<file path="src/rtl/sfp_mdio_responder.sv">
// Clause 45 MDIO responder: MDC/MDIO are oversampled in wb_clk_i, frames are decoded on
// detected MDC rising edges and mapped onto a single-address local register port.
module sfp_mdio_responder #(
    parameter int unsigned PRE_MIN    = 32,
    parameter logic [31:0] DEVAD_MASK = 32'h0000_0002,
    parameter int unsigned TIMEOUT    = 4096
) (
    input  logic        wb_clk_i,
    input  logic        wb_rst_n_i,
    input  logic [4:0]  prtad,
    input  logic        mdc_i,
    input  logic        mdio_i,
    output logic        mdio_o,
    output logic        mdio_oe,
    output logic [4:0]  reg_devad,
    output logic [15:0] reg_addr,
    output logic [15:0] reg_wdata,
    output logic        reg_wr,
    output logic        reg_rd,
    input  logic [15:0] reg_rdata,
    output logic        busy
);
    localparam int TW = $clog2(TIMEOUT + 1);

    typedef enum logic [2:0] {S_PRE, S_HDR, S_TA, S_WDATA, S_RDATA} state_t;

    // MDIO goes through the same depth as MDC so the sampled bit lines up with rise_q.
    logic [2:0] mdc_q;
    logic [1:0] mdio_q;
    logic       rise_q;
    logic       bit_q;

    always_ff @(posedge wb_clk_i or negedge wb_rst_n_i) begin
        if (!wb_rst_n_i) begin
            mdc_q  <= '0;
            mdio_q <= '1;
            rise_q <= 1'b0;
            bit_q  <= 1'b1;
        end else begin
            mdc_q  <= {mdc_q[1:0], mdc_i};
            mdio_q <= {mdio_q[0], mdio_i};
            rise_q <= mdc_q[1] & ~mdc_q[2];
            bit_q  <= mdio_q[1];
        end
    end

    state_t          state_q;
    logic [5:0]      pre_cnt_q, bit_cnt_q;
    logic [15:0]     sr_q, rd_sr_q;
    logic [1:0]      op_q;
    logic [4:0]      devad_q;
    logic            match_q;
    logic [TW-1:0]   tmo_q;
    logic            mdio_o_q, mdio_oe_q, reg_wr_q, reg_rd_q, busy_q;
    logic [4:0]      reg_devad_q;
    logic [15:0]     reg_addr_q, reg_wdata_q;

    logic [15:0] shift_d;
    logic [5:0]  bit_d;
    logic        hdr_ok;

    // shift_d[13:0] holds frame bits 1..14 when bit 14 is sampled; bits 17..32 at bit 32.
    assign shift_d = {sr_q[14:0], bit_q};
    assign bit_d   = bit_cnt_q + 6'd1;
    assign hdr_ok  = !shift_d[12] && (shift_d[9:5] == prtad) && DEVAD_MASK[shift_d[4:0]];

    always_ff @(posedge wb_clk_i or negedge wb_rst_n_i) begin
        if (!wb_rst_n_i) begin
            state_q     <= S_PRE;
            pre_cnt_q   <= '0;
            bit_cnt_q   <= '0;
            sr_q        <= '0;
            rd_sr_q     <= '0;
            op_q        <= '0;
            devad_q     <= '0;
            match_q     <= 1'b0;
            tmo_q       <= '0;
            mdio_o_q    <= 1'b1;
            mdio_oe_q   <= 1'b0;
            reg_wr_q    <= 1'b0;
            reg_rd_q    <= 1'b0;
            busy_q      <= 1'b0;
            reg_devad_q <= '0;
            reg_addr_q  <= '0;
            reg_wdata_q <= '0;
        end else begin
            reg_wr_q <= 1'b0;
            reg_rd_q <= 1'b0;
            if (state_q != S_PRE && !rise_q) begin
                if (tmo_q == TW'(TIMEOUT - 1)) begin
                    state_q   <= S_PRE;
                    pre_cnt_q <= '0;
                    tmo_q     <= '0;
                    mdio_oe_q <= 1'b0;
                    mdio_o_q  <= 1'b1;
                    busy_q    <= 1'b0;
                end else begin
                    tmo_q <= tmo_q + 1'b1;
                end
            end else if (rise_q) begin
                tmo_q <= '0;
                if (state_q != S_PRE) begin
                    bit_cnt_q <= bit_d;
                    sr_q      <= shift_d;
                end
                case (state_q)
                    S_PRE: begin
                        if (bit_q) begin
                            if (pre_cnt_q != 6'd32) pre_cnt_q <= pre_cnt_q + 6'd1;
                        end else if (pre_cnt_q >= 6'(PRE_MIN)) begin
                            state_q   <= S_HDR;
                            bit_cnt_q <= 6'd1;
                            sr_q      <= '0;
                            busy_q    <= 1'b1;
                            pre_cnt_q <= '0;
                        end else begin
                            pre_cnt_q <= '0;
                        end
                    end
                    S_HDR: begin
                        if (bit_d == 6'd14) begin
                            state_q <= S_TA;
                            op_q    <= shift_d[11:10];
                            devad_q <= shift_d[4:0];
                            match_q <= hdr_ok;
                            if (hdr_ok && shift_d[11]) begin
                                reg_rd_q    <= 1'b1;
                                reg_devad_q <= shift_d[4:0];
                            end
                        end
                    end
                    S_TA: begin
                        if (bit_d == 6'd15) begin
                            if (match_q && op_q[1]) begin
                                rd_sr_q   <= reg_rdata;
                                mdio_oe_q <= 1'b1;
                                mdio_o_q  <= 1'b0;
                            end
                        end else begin
                            // Foreign frames ride through WDATA purely to count out to bit 32.
                            state_q <= (match_q && op_q[1]) ? S_RDATA : S_WDATA;
                            if (match_q && op_q[1]) begin
                                mdio_o_q <= rd_sr_q[15];
                                rd_sr_q  <= {rd_sr_q[14:0], 1'b0};
                            end
                        end
                    end
                    S_RDATA: begin
                        if (bit_d == 6'd32) begin
                            state_q   <= S_PRE;
                            pre_cnt_q <= '0;
                            busy_q    <= 1'b0;
                            mdio_oe_q <= 1'b0;
                            mdio_o_q  <= 1'b1;
                            if (op_q == 2'b10) reg_addr_q <= reg_addr_q + 16'd1;
                        end else begin
                            mdio_o_q <= rd_sr_q[15];
                            rd_sr_q  <= {rd_sr_q[14:0], 1'b0};
                        end
                    end
                    S_WDATA: begin
                        if (bit_d == 6'd32) begin
                            state_q   <= S_PRE;
                            pre_cnt_q <= '0;
                            busy_q    <= 1'b0;
                            if (match_q && op_q == 2'b00) begin
                                reg_addr_q  <= shift_d;
                                reg_devad_q <= devad_q;
                            end
                            if (match_q && op_q == 2'b01) begin
                                reg_wdata_q <= shift_d;
                                reg_wr_q    <= 1'b1;
                            end
                        end
                    end
                    default: state_q <= S_PRE;
                endcase
            end
        end
    end

    assign mdio_o    = mdio_o_q;
    assign mdio_oe   = mdio_oe_q;
    assign reg_devad = reg_devad_q;
    assign reg_addr  = reg_addr_q;
    assign reg_wdata = reg_wdata_q;
    assign reg_wr    = reg_wr_q;
    assign reg_rd    = reg_rd_q;
    assign busy      = busy_q;
endmodule

</file>
<file path="config.mk">
export PLATFORM = sky130hd
export DESIGN_NAME = sfp_mdio_responder
export DESIGN_NICKNAME = d
export VERILOG_FILES = /design/src/rtl/sfp_mdio_responder.sv
export SDC_FILE = /design/constraint.sdc
export NUM_CORES = 1
export LEC_CHECK = 0
export BUFFER_PORTS_ARGS = -buffer_cell sky130_fd_sc_hd__buf_2
export CAP_MARGIN = 20
export CORE_ASPECT_RATIO = 1.1
export CORE_MARGIN = 5
export CORE_UTILIZATION = 53
export DETAILED_ROUTE_END_ITERATION = 10
export HOLD_SLACK_MARGIN = 0.06
export PLACE_DENSITY = 0.82
export SKIP_LAST_GASP = 1
export SYNTH_ARGS = -nofsm -noshare
export SYNTH_HDL_FRONTEND = slang
export SYNTH_SLANG_ARGS = --single-unit
</file>
<file path="constraint.sdc">
create_clock -name wb_clk_i -period 2.8 [get_ports wb_clk_i]
set_input_delay 0.56 -clock wb_clk_i [delete_from_list [all_inputs] [get_ports wb_clk_i]]
set_output_delay 0.56 -clock wb_clk_i [all_outputs]
set_load 0.05 [all_outputs]
</file>
## Word level (Yosys, flattened, before mapping)

Memories as Yosys holds them, arrays and structs flattened.
Index checks and enable logic that the tools add are counted.

- Reductions and logical operators: 30
- Equal/unequal tests: 30
- $add $sub $neg: 4
- Order comparisons: 2
- Multipliers: 0
- Bitwise gates (word level): 3
- Shifts and indexed selects: 0
- Mux-type cells: 74
- Divide/modulo/power cells: 0

Operators with widths:

| cell | number |
|---|---|
| two-way mux 16 bit | 12 |
| case mux 16 bit (2 select lines) | 2 |
| two-way mux 6 bit | 10 |
| two-way mux 13 bit | 3 |
| two-way mux 1 bit | 28 |
| two-way mux 3 bit | 9 |
| != test 3 bit (second input constant) | 7 |
| AND reduction 7 bit | 3 |
| two-way mux 5 bit | 4 |
| adder 16 x 1 -> 16 bit (second input constant) | 1 |
| != test 2 bit (second input constant) | 8 |
| AND reduction 5 bit | 3 |
| adder 13 x 1 -> 13 bit (second input constant) | 1 |
| equality test 13 x 12 -> 1 bit (second input constant) | 1 |
| adder 6 x 1 -> 6 bit (second input constant) | 2 |
| equality test 6 x 4 -> 1 bit (second input constant) | 2 |
| case mux 3 bit (4 select lines) | 1 |
| case mux 6 bit (2 select lines) | 1 |
| AND reduction 6 bit | 2 |
| case mux 5 bit (2 select lines) | 1 |
| nonzero test 3 bit | 3 |
| AND reduction 4 bit | 2 |
| nonzero test 2 bit | 4 |
| logical AND 1 bit | 7 |
| 21 further kinds | 26 |

- RAM bits: 0
- Memories kept: 1
- Latch bits: 0
- Output and inout bits: 42
- Word-level logic and storage cells: 165
- Bits in registers: 117
- Input bits: 25
- Memory bits (read-only): 32

Memory list:

| name | depth | width | rd ports | clocked after Yosys merged registers in | write ports | RTL line | RTL |
|---|---|---|---|---|---|---|---|
| (no name shown) | 32 | 1 | 1 | 0 | 0 | 65 | `assign hdr_ok = !shift_d[12] && (shift_d[9:5] == prtad) && DEVAD_MASK[shift_d[4:0]];` |

## Logic depth before layout (Yosys ltp)

Gate-level depths: netlist of the first run.

- Depth in word-level cells: 9
- Depth in mapped cells: 10
- Gate-level depth less buffers: 7

## Worst setup path after synthesis of the first run

No wires, ideal clock.

- Kind: register to register
- Start point: reg bit_cnt_q[0]
- End point: reg reg_addr_q[12], in the netlist reg_addr[12]
- Buffers on the path: 3
- Arrival time: 2511 ps
- Path slack: 166 ps
- Setup time: 122 ps
- Cell stages (with the launch flop): 10
- Path through: dfrtp_1 ha_1 nand3_2 or4b_4 and2_4 buf_6 or4_1 buf_2 buf_2 o22a_1

- Word-level cells in the longest chain between the ends: 4
- Elaborated cells between the ends (all ways): 5
- Classes of those cells: add/sub: 1; eq/ne: 3; reduce/logical: 1

RTL lines:

| element | RTL line | RTL |
|---|---|---|
| from (decl) | 48 | `logic [5:0] pre_cnt_q, bit_cnt_q;` |
| from (signal assigned) | 103 | `bit_cnt_q <= bit_d;` |
| adder 6 x 1 -> 6 bit * | 64 | `assign bit_d = bit_cnt_q + 6'd1;` |
| equality test 6 bit * | 149, 162 |  |
| != test 2 bit (no source line) | n/a |  |
| AND reduction 7 bit (no source line) * | n/a |  |
| to (signal assigned) | 155 | `if (op_q == 2'b10) reg_addr_q <= reg_addr_q + 16'd1;` |
| to (signal assigned) | 167 | `reg_addr_q <= shift_d;` |
| to (decl) | 56 | `logic [15:0] reg_addr_q, reg_wdata_q;` |

Every way passes the cells marked *; elsewhere a longest branch is shown, timed or not.
A chain may end at the register's enable or synchronous reset.

## Worst setup path after layout of the first run

- Start point: reg bit_cnt_q[1]
- End point: reg reg_addr_q[11], in the netlist reg_addr[11]

The elaborated chain is that of the path after synthesis.

==> results of run 1 <==
==> how the worst max path moves through the flow <==
stage	cells past startpoint	start	end	slack [ns]
after floorplan	9	bit_cnt_q[0]	reg_addr[12]	0.17
after global placement	8	bit_cnt_q[0]	reg_addr[15]	0.26
after detailed placement	8	bit_cnt_q[0]	reg_addr[11]	0.14
after CTS	8	bit_cnt_q[0]	reg_addr[11]	0.12
after global routing	8	bit_cnt_q[1]	reg_addr[11]	0.05
final	8	bit_cnt_q[1]	reg_addr[11]	0.20
==> cells in the mapped netlist (3+ instances only) <==
cell	instances	area, um^2
inv_1	14	52.6
a31oi_1	3	18.8
a22o_1	15	131
or4_1	3	22.5
nand3_1	20	100
mux2i_1	16	160
mux2_2	32	360
or3_1	3	18.8
o21ai_0	35	175
a22oi_1	3	22.5
xor2_1	7	61.3
dfstp_2	4	105
clkbuf_1	23	86.3
nand2b_1	7	43.8
buf_2	3	15.0
o21ai_1	3	15.0
a21oi_1	44	220
o22a_1	5	43.8
o31ai_1	7	52.6
nor2_1	56	210
nand4_1	9	56.3
o22ai_1	7	43.8
dfrtp_1	112	2800
nand2_1	60	225
and3_1	6	37.5
ha_1	7	87.6
nor3_1	12	60.1
nor2b_1	8	50.1
==> metal layers <==
layer	up-vias	track usage (%)	routed length (um)
met5	-	0	0
met4	0	9.08	270
met3	24	5.21	850
met2	152	34.7	6440
met1	2193	26.8	5390
li1	2161	-	-
==> critical path, cell delays in order, from the launching register on <==
cell and delay (ns):
dfrtp_1 0.46, ha_4 0.20, nand3_2 0.10, or4b_4 0.51, and2_4 0.21, or4_1 0.50, buf_4 0.22, a21oi_1 0.13
a2bb2oi_1 0.19
==> metrics by stage <==
step / hold WS [ns] / util (%) / area [um^2]
3_5_place_dp: 0.343 / 58.9 / 6120
3_3_place_gp: 0.335 / 58.9 / 6120
2_1_floorplan: 0.264 / - / 5610
5_1_grt: 0.227 / 65.0 / 6750
4_1_cts: 0.190 / 64.8 / 6740
6_report: 0.176 / 65.0 / 6750
==> flip-flops by register name (all words and copies together) (netlist names) <==
register,flops
reg_rd,1
rise_q,1
op_q,2
state_q,3
reg_wdata,16
pre_cnt_q,6
mdio_o,1
devad_q,5
reg_devad,5
reg_wr,1
rd_sr_q,16
mdio_q,2
match_q,1
busy,1
mdio_oe,1
mdc_q,3
tmo_q,13
bit_cnt_q,6
reg_addr,16
sr_q,15
bit_q,1
==> power groups by stage <==
stage / clock (uW) / sequential [uW] / combinational (uW)
global route: 2370 / 1700 / 117
floorplan: 0 / 1730 / 33.9
finish: 2260 / 1700 / 100
detailed placement: 0 / 1730 / 102
global placement: 0 / 1730 / 97.6
CTS: 2290 / 1700 / 103
==> what timing repair did <==
item	in CTS	in global routing
setup endpoints to repair	0	3
setup buffers	0	0
resized for setup	0	3
==> logic make-up after synthesis <==
kind of cell | count (synthesis) | synth area share, %
and+or+nand+nor | 199 | 17.1
AOI/OAI and AO/OA | 140 | 15.6
DFF | 116 | 51.9
muxes | 48 | 9.28
buffers and inverters | 44 | 3.21
xor gates and xnor gates | 9 | 1.41
adders and majority gates | 7 | 1.56
==> layout make-up <==
cell class | instances | area (um^2)
Tap cell | 143 | 179
Clock inverter | 10 | 154
Clock buffer | 22 | 464
Timing Repair Buffer | 81 | 458
Multi-Input combinational cell | 403 | 2540
Fill cell | 820 | 3640
Inverter | 14 | 52.6
Sequential cell | 116 | 2910
==> cell usage in the layout (no fill, tap or decap), types with 4 or more instances in the layout <==
cell and count:
ha_1 6, o31ai_1 7, bufinv_16 4, nand3_1 20, o22ai_1 7, inv_1 14
clkinv_2 5, dfstp_2 4, mux2_2 32, o22a_1 5, o21ai_0 35, nand2b_1 7
nand2_1 60, mux2i_1 16, buf_4 15, a22o_1 15, a21oi_1 44, and3_1 6
nor2_1 56, clkbuf_16 17, nor2b_1 8, buf_2 65, nand4_1 9, dfrtp_1 111
nor3_1 12, xor2_1 7
==> results_dict.tcl, run 1 <==
set metrics [dict create \
    status "complete, no violations" \
    dp_hpwl_um 8700 \
    grt_pass1_vias 4617 \
    dr.pass1.iters 5 \
    setup_ws_ns 0.201 \
    cts_root_buf "clkbuf_16" \
    design.core.area_um2 10400 \
    postCtsHoldBufs 0 \
    cts_buffers 17 \
    pre_cts_slack_ns 0.143 \
    fin_tns_setup_ns 0 \
    synthesis.area_um2 5610 \
    die_h_um 118 \
    rr_startpoint "bit_cnt_q[1]" \
    place_inst 757 \
    ff2ff_path_depth 8 \
    dieArea_um2 12700 \
    fp.dieW_um 108 \
    syn_inst 563 \
    grt_max_degree 51 \
    ys.flop_type "dfrtp_1" \
    insertion_delay_ns 0.41 \
    setup_viol 0 \
    post_layout_nonfiller_instances 789 \
    start_util_pct 54.0 \
    synth_edf_count 0 \
    synth.avg_cell_area_um2 9.96 \
    p_seq_share_pct 41.9 \
    slew_headroom_pct 58.4 \
    syn_to_final_growth_pct 20.4 \
    ir_worst_vdd_mv 0.328 \
    ys_ff_latch 116 \
    hold_viol 0 \
    yosysUniqueCellTypes 59 \
    cp-start-kind "register" \
    max_freq_ghz 0.385 \
    switching_share_pct 19.9 \
    cts_tree "built" \
    tightest_slew_ns 0.624 \
    syn-num-nets 595 \
    gr-total-overflow 0 \
    viasPerCell 5.74 \
    rsz0062_at_grt "false" \
    rrSetupSlack_ns 0.20 \
    skew_ns 0.0124 \
    h-tree-depth 4 \
    wl_per_cell_um 16.4 \
    row_count 39 \
    drive_above_1_share_pct 24.5 \
    remaining_drc_errors 0 \
    cp.required_ns 3.13 \
    final_antenna_net_count 0 \
    p_int_uw 3250 \
    power_frac_clock_pct 55.6 \
    pin_count 67 \
    end_kind "register" \
    drv_slew 0 \
    diodes 0 \
    antenna_found_initial 0 \
    power_frac_comb_pct 2.5 \
    synth_warnings 0 \
    track_usage_pct 21.3 \
    finalWorstPathRequiredPeriod_ns 2.60 \
    drt_wl_total_um 13000 \
    p_switching_uw 808 \
    drv_cap 0 \
    path_class "register to register" \
    hold_class "input port to asynchronous set/reset pin" \
    reg2reg_to "reg_addr[11]" \
    grt_first_pass_wirelength_um 21900 \
    vias 4530 \
    cp_max_fo 17 \
    power_leakage_uw 0.00328 \
    drt_iter0_markers 243 \
    seq_area_frac_synth_pct 51.9 \
    nNetsFinal 665 \
    gp_congestion 0.905 \
    fin_crit_sh_pct 92.8 \
    cts_max_path_buffers 2 \
    place.port_buffers 66 \
    async_flop_share_pct 100 \
    powerDensity_nw_per_um2 602 \
    finalPower_uw 4060 \
    clock_sink_count 116 \
    clk_pin_slew_ns 0.05 \
    crit_arrival_ns 2.92 \
]
Power figures use the tool's default switching activity.
==> inputs of run 2 (changes only) <==
Settings changed: ABC_AREA set to 1, PLACE_DENSITY 0.82 to 0.81.
==> results_dict.tcl, run 2 <==
set metrics [dict create \
    end_kind "register" \
    fp.dieW_um 112 \
    switching_share_pct 21.0 \
    max_freq_ghz 0.440 \
    cp_max_fo 18 \
    status "complete, no violations" \
    gr-total-overflow 0 \
    viasPerCell 5.36 \
    clk_pin_slew_ns 0.05 \
    hold_viol 0 \
    ys_top_cells_by_area "dfrtp_1, nand2_1, o21ai_0, inv_1, nand3_1" \
    place_inst 962 \
    cts_max_path_buffers 2 \
    cp.required_ns 3.15 \
    synth.avg_cell_area_um2 7.95 \
    grt_first_pass_wirelength_um 24000 \
    cp_common_cell "nand2_1" \
    seq_area_frac_synth_pct 48.1 \
    postCtsHoldBufs 0 \
    ir_worst_vdd_mv 0.435 \
    track_usage_pct 21.8 \
    cp_num_buf_inv 2 \
    remaining_drc_errors 0 \
    post_layout_nonfiller_instances 993 \
    dp_hpwl_um 9710 \
    h-tree-depth 4 \
    path_class "register to register" \
    crit_arrival_ns 2.62 \
    clock_sink_count 116 \
    rrSetupSlack_ns 0.53 \
    synth_warnings 0 \
    final_antenna_net_count 0 \
    pin_count 67 \
    fill_cells 951 \
    start_util_pct 53.3 \
    drv_slew 0 \
    finalWorstPathRequiredPeriod_ns 2.27 \
    antenna_found_initial 0 \
    design.core.area_um2 11300 \
    synth_edf_count 0 \
    yosysUniqueCellTypes 43 \
    grt_pass1_vias 5100 \
    drive_above_1_share_pct 18.0 \
    insertion_delay_ns 0.42 \
    mostFrequentLayoutCells "nand2_1, dfrtp_1, inv_1, buf_2, o21ai_0" \
    yosys.area.top_type "dfrtp_1" \
    critPathMaxStageDelay_ns 0.43 \
    finalPower_uw 3960 \
    diodes 0 \
    drt_wl_total_um 14200 \
    vias 5327 \
    drt_iter0_markers 375 \
    fin_tns_setup_ns 0 \
    ys_ff_latch 116 \
    cts_tree "built" \
    power_leakage_uw 0.00352 \
    cts_resized 0 \
    cp_slowest_cell "dfrtp_1" \
    async_flop_share_pct 100 \
    rsz0062_at_grt "false" \
    drv_cap 0 \
    p_int_uw 3130 \
    die_h_um 122 \
    synthesis.area_um2 6050 \
    cts_buffers 17 \
    skew_ns 0.00733 \
    dieArea_um2 13600 \
    cp-start-kind "register" \
    dr.pass1.iters 7 \
    cp_cell_sequence "ha_1 > nand2_1 > inv_1 > nor2_2 > nand3_1 > nor2_2 > nand3_2 > clkinv_2 > nand2_1 > nand2_1 > nand2_1 > nand2_1" \
    syn_inst 761 \
    netlist_top_cells_count "nand2_1, dfrtp_1, inv_1, o21ai_0, nand3_1" \
    post_cts_buffers 0 \
    cp-startpoint "bit_cnt_q[0]" \
    cts_root_buf "clkbuf_16" \
    syn_to_final_growth_pct 17.0 \
    tightest_slew_ns 0.669 \
    setup_viol 0 \
    nNetsFinal 863 \
    synth_top_area_share_pct 46.3 \
    place.port_buffers 66 \
    hold_class "input port to asynchronous set/reset pin" \
    p_switching_uw 832 \
    holdWs_ns 0.142 \
    p_seq_share_pct 43.1 \
    grt_max_degree 52 \
    row_count 41 \
    fin_crit_sh_pct 81.1 \
    power_frac_clock_pct 54.3 \
    layout_commonest_cell "nand2_1" \
    syn-num-nets 793 \
    gp_congestion 0.909 \
    rr_startpoint "bit_cnt_q[0]" \
    ys.flop_type "dfrtp_1" \
    synth.most_common_cell "nand2_1" \
    power_frac_comb_pct 2.7 \
    utilization_pct 62.4 \
    crit_family "simple AND/OR/NAND/NOR gates" \
    powerDensity_nw_per_um2 560 \
    slew_headroom_pct 55.3 \
    wl_per_cell_um 14.3 \
]
-- run 2: worst reg2reg max path: cells and delay by family, from the launching register on --
kind | cells | cell delay (ns)
adder cells (fa/ha/maj) | 1 | 0.27
buffers and inverters | 2 | 0.36
AND/OR/NAND/NOR | 9 | 1.15
flip-flops | 1 | 0.43
-- run 2: final cells by class --
type | instances | area [um^2] | share of cell area (%)
well taps | 150 | 188 | 2.65
clock buffers | 20 | 447 | 6.31
multi-input cells | 546 | 2710 | 38.3
repair buffers | 72 | 390 | 5.52
inverters | 78 | 297 | 4.19
clock inverters | 11 | 135 | 1.91
flip-flops and latches | 116 | 2910 | 41.1
-- run 2: power groups by stage --
stage	registers, uW	clock network (uW)	logic [uW]
final	1710	2150	105
after global routing	1710	2240	125
after CTS	1710	2170	107
after detailed placement	1730	0	107
after global placement	1730	0	105
after floorplan	1730	0	43.5
-- run 2: per-layer routing --
metal | GRT usage, % | vias to the layer above | share of wire (%) | wire, um
met3 | 4.82 | 32 | 5.8 | 827
li1 | - | 2606 | - | -
met2 | 34.5 | 191 | 48 | 6740
met5 | 0 | - | 0 | 0
met1 | 28.8 | 2498 | 44 | 6230
met4 | 10.0 | 0 | 2.8 | 391
-- run 2: metrics by stage --
step                      area (um^2)  setup WS, ns
after floorplan                  6050         0.905
after global placement           6490         0.702
after detailed placement         6490         0.634
after CTS                        7080         0.566
after global routing             7080         0.379
final                            7080         0.528
-- run 2: kinds of logic (layout without fill, tap and decap cells) --
family | count (synthesis) | after routing | share of synthesized area (%)
and+or+nand+nor | 408 | 408 | 30.0
DFF | 116 | 116 | 48.1
AOI/OAI and AO/OA | 115 | 115 | 11.1
buffers and inverters | 99 | 181 | 7.08
xor gates and xnor gates | 16 | 16 | 2.32
adders and majority gates | 7 | 7 | 1.45
-- run 2: final timing paths --
kind	to	cells past startpoint
max	rd_sr_q[10]	12
min	reg_addr[13]	1
max reg2reg	rd_sr_q[10]	12
min reg2reg	mdc_q[1]	0
max in group asynchronous	bit_cnt_q[5]	2
min in group wb_clk_i	mdio_q[0]	1
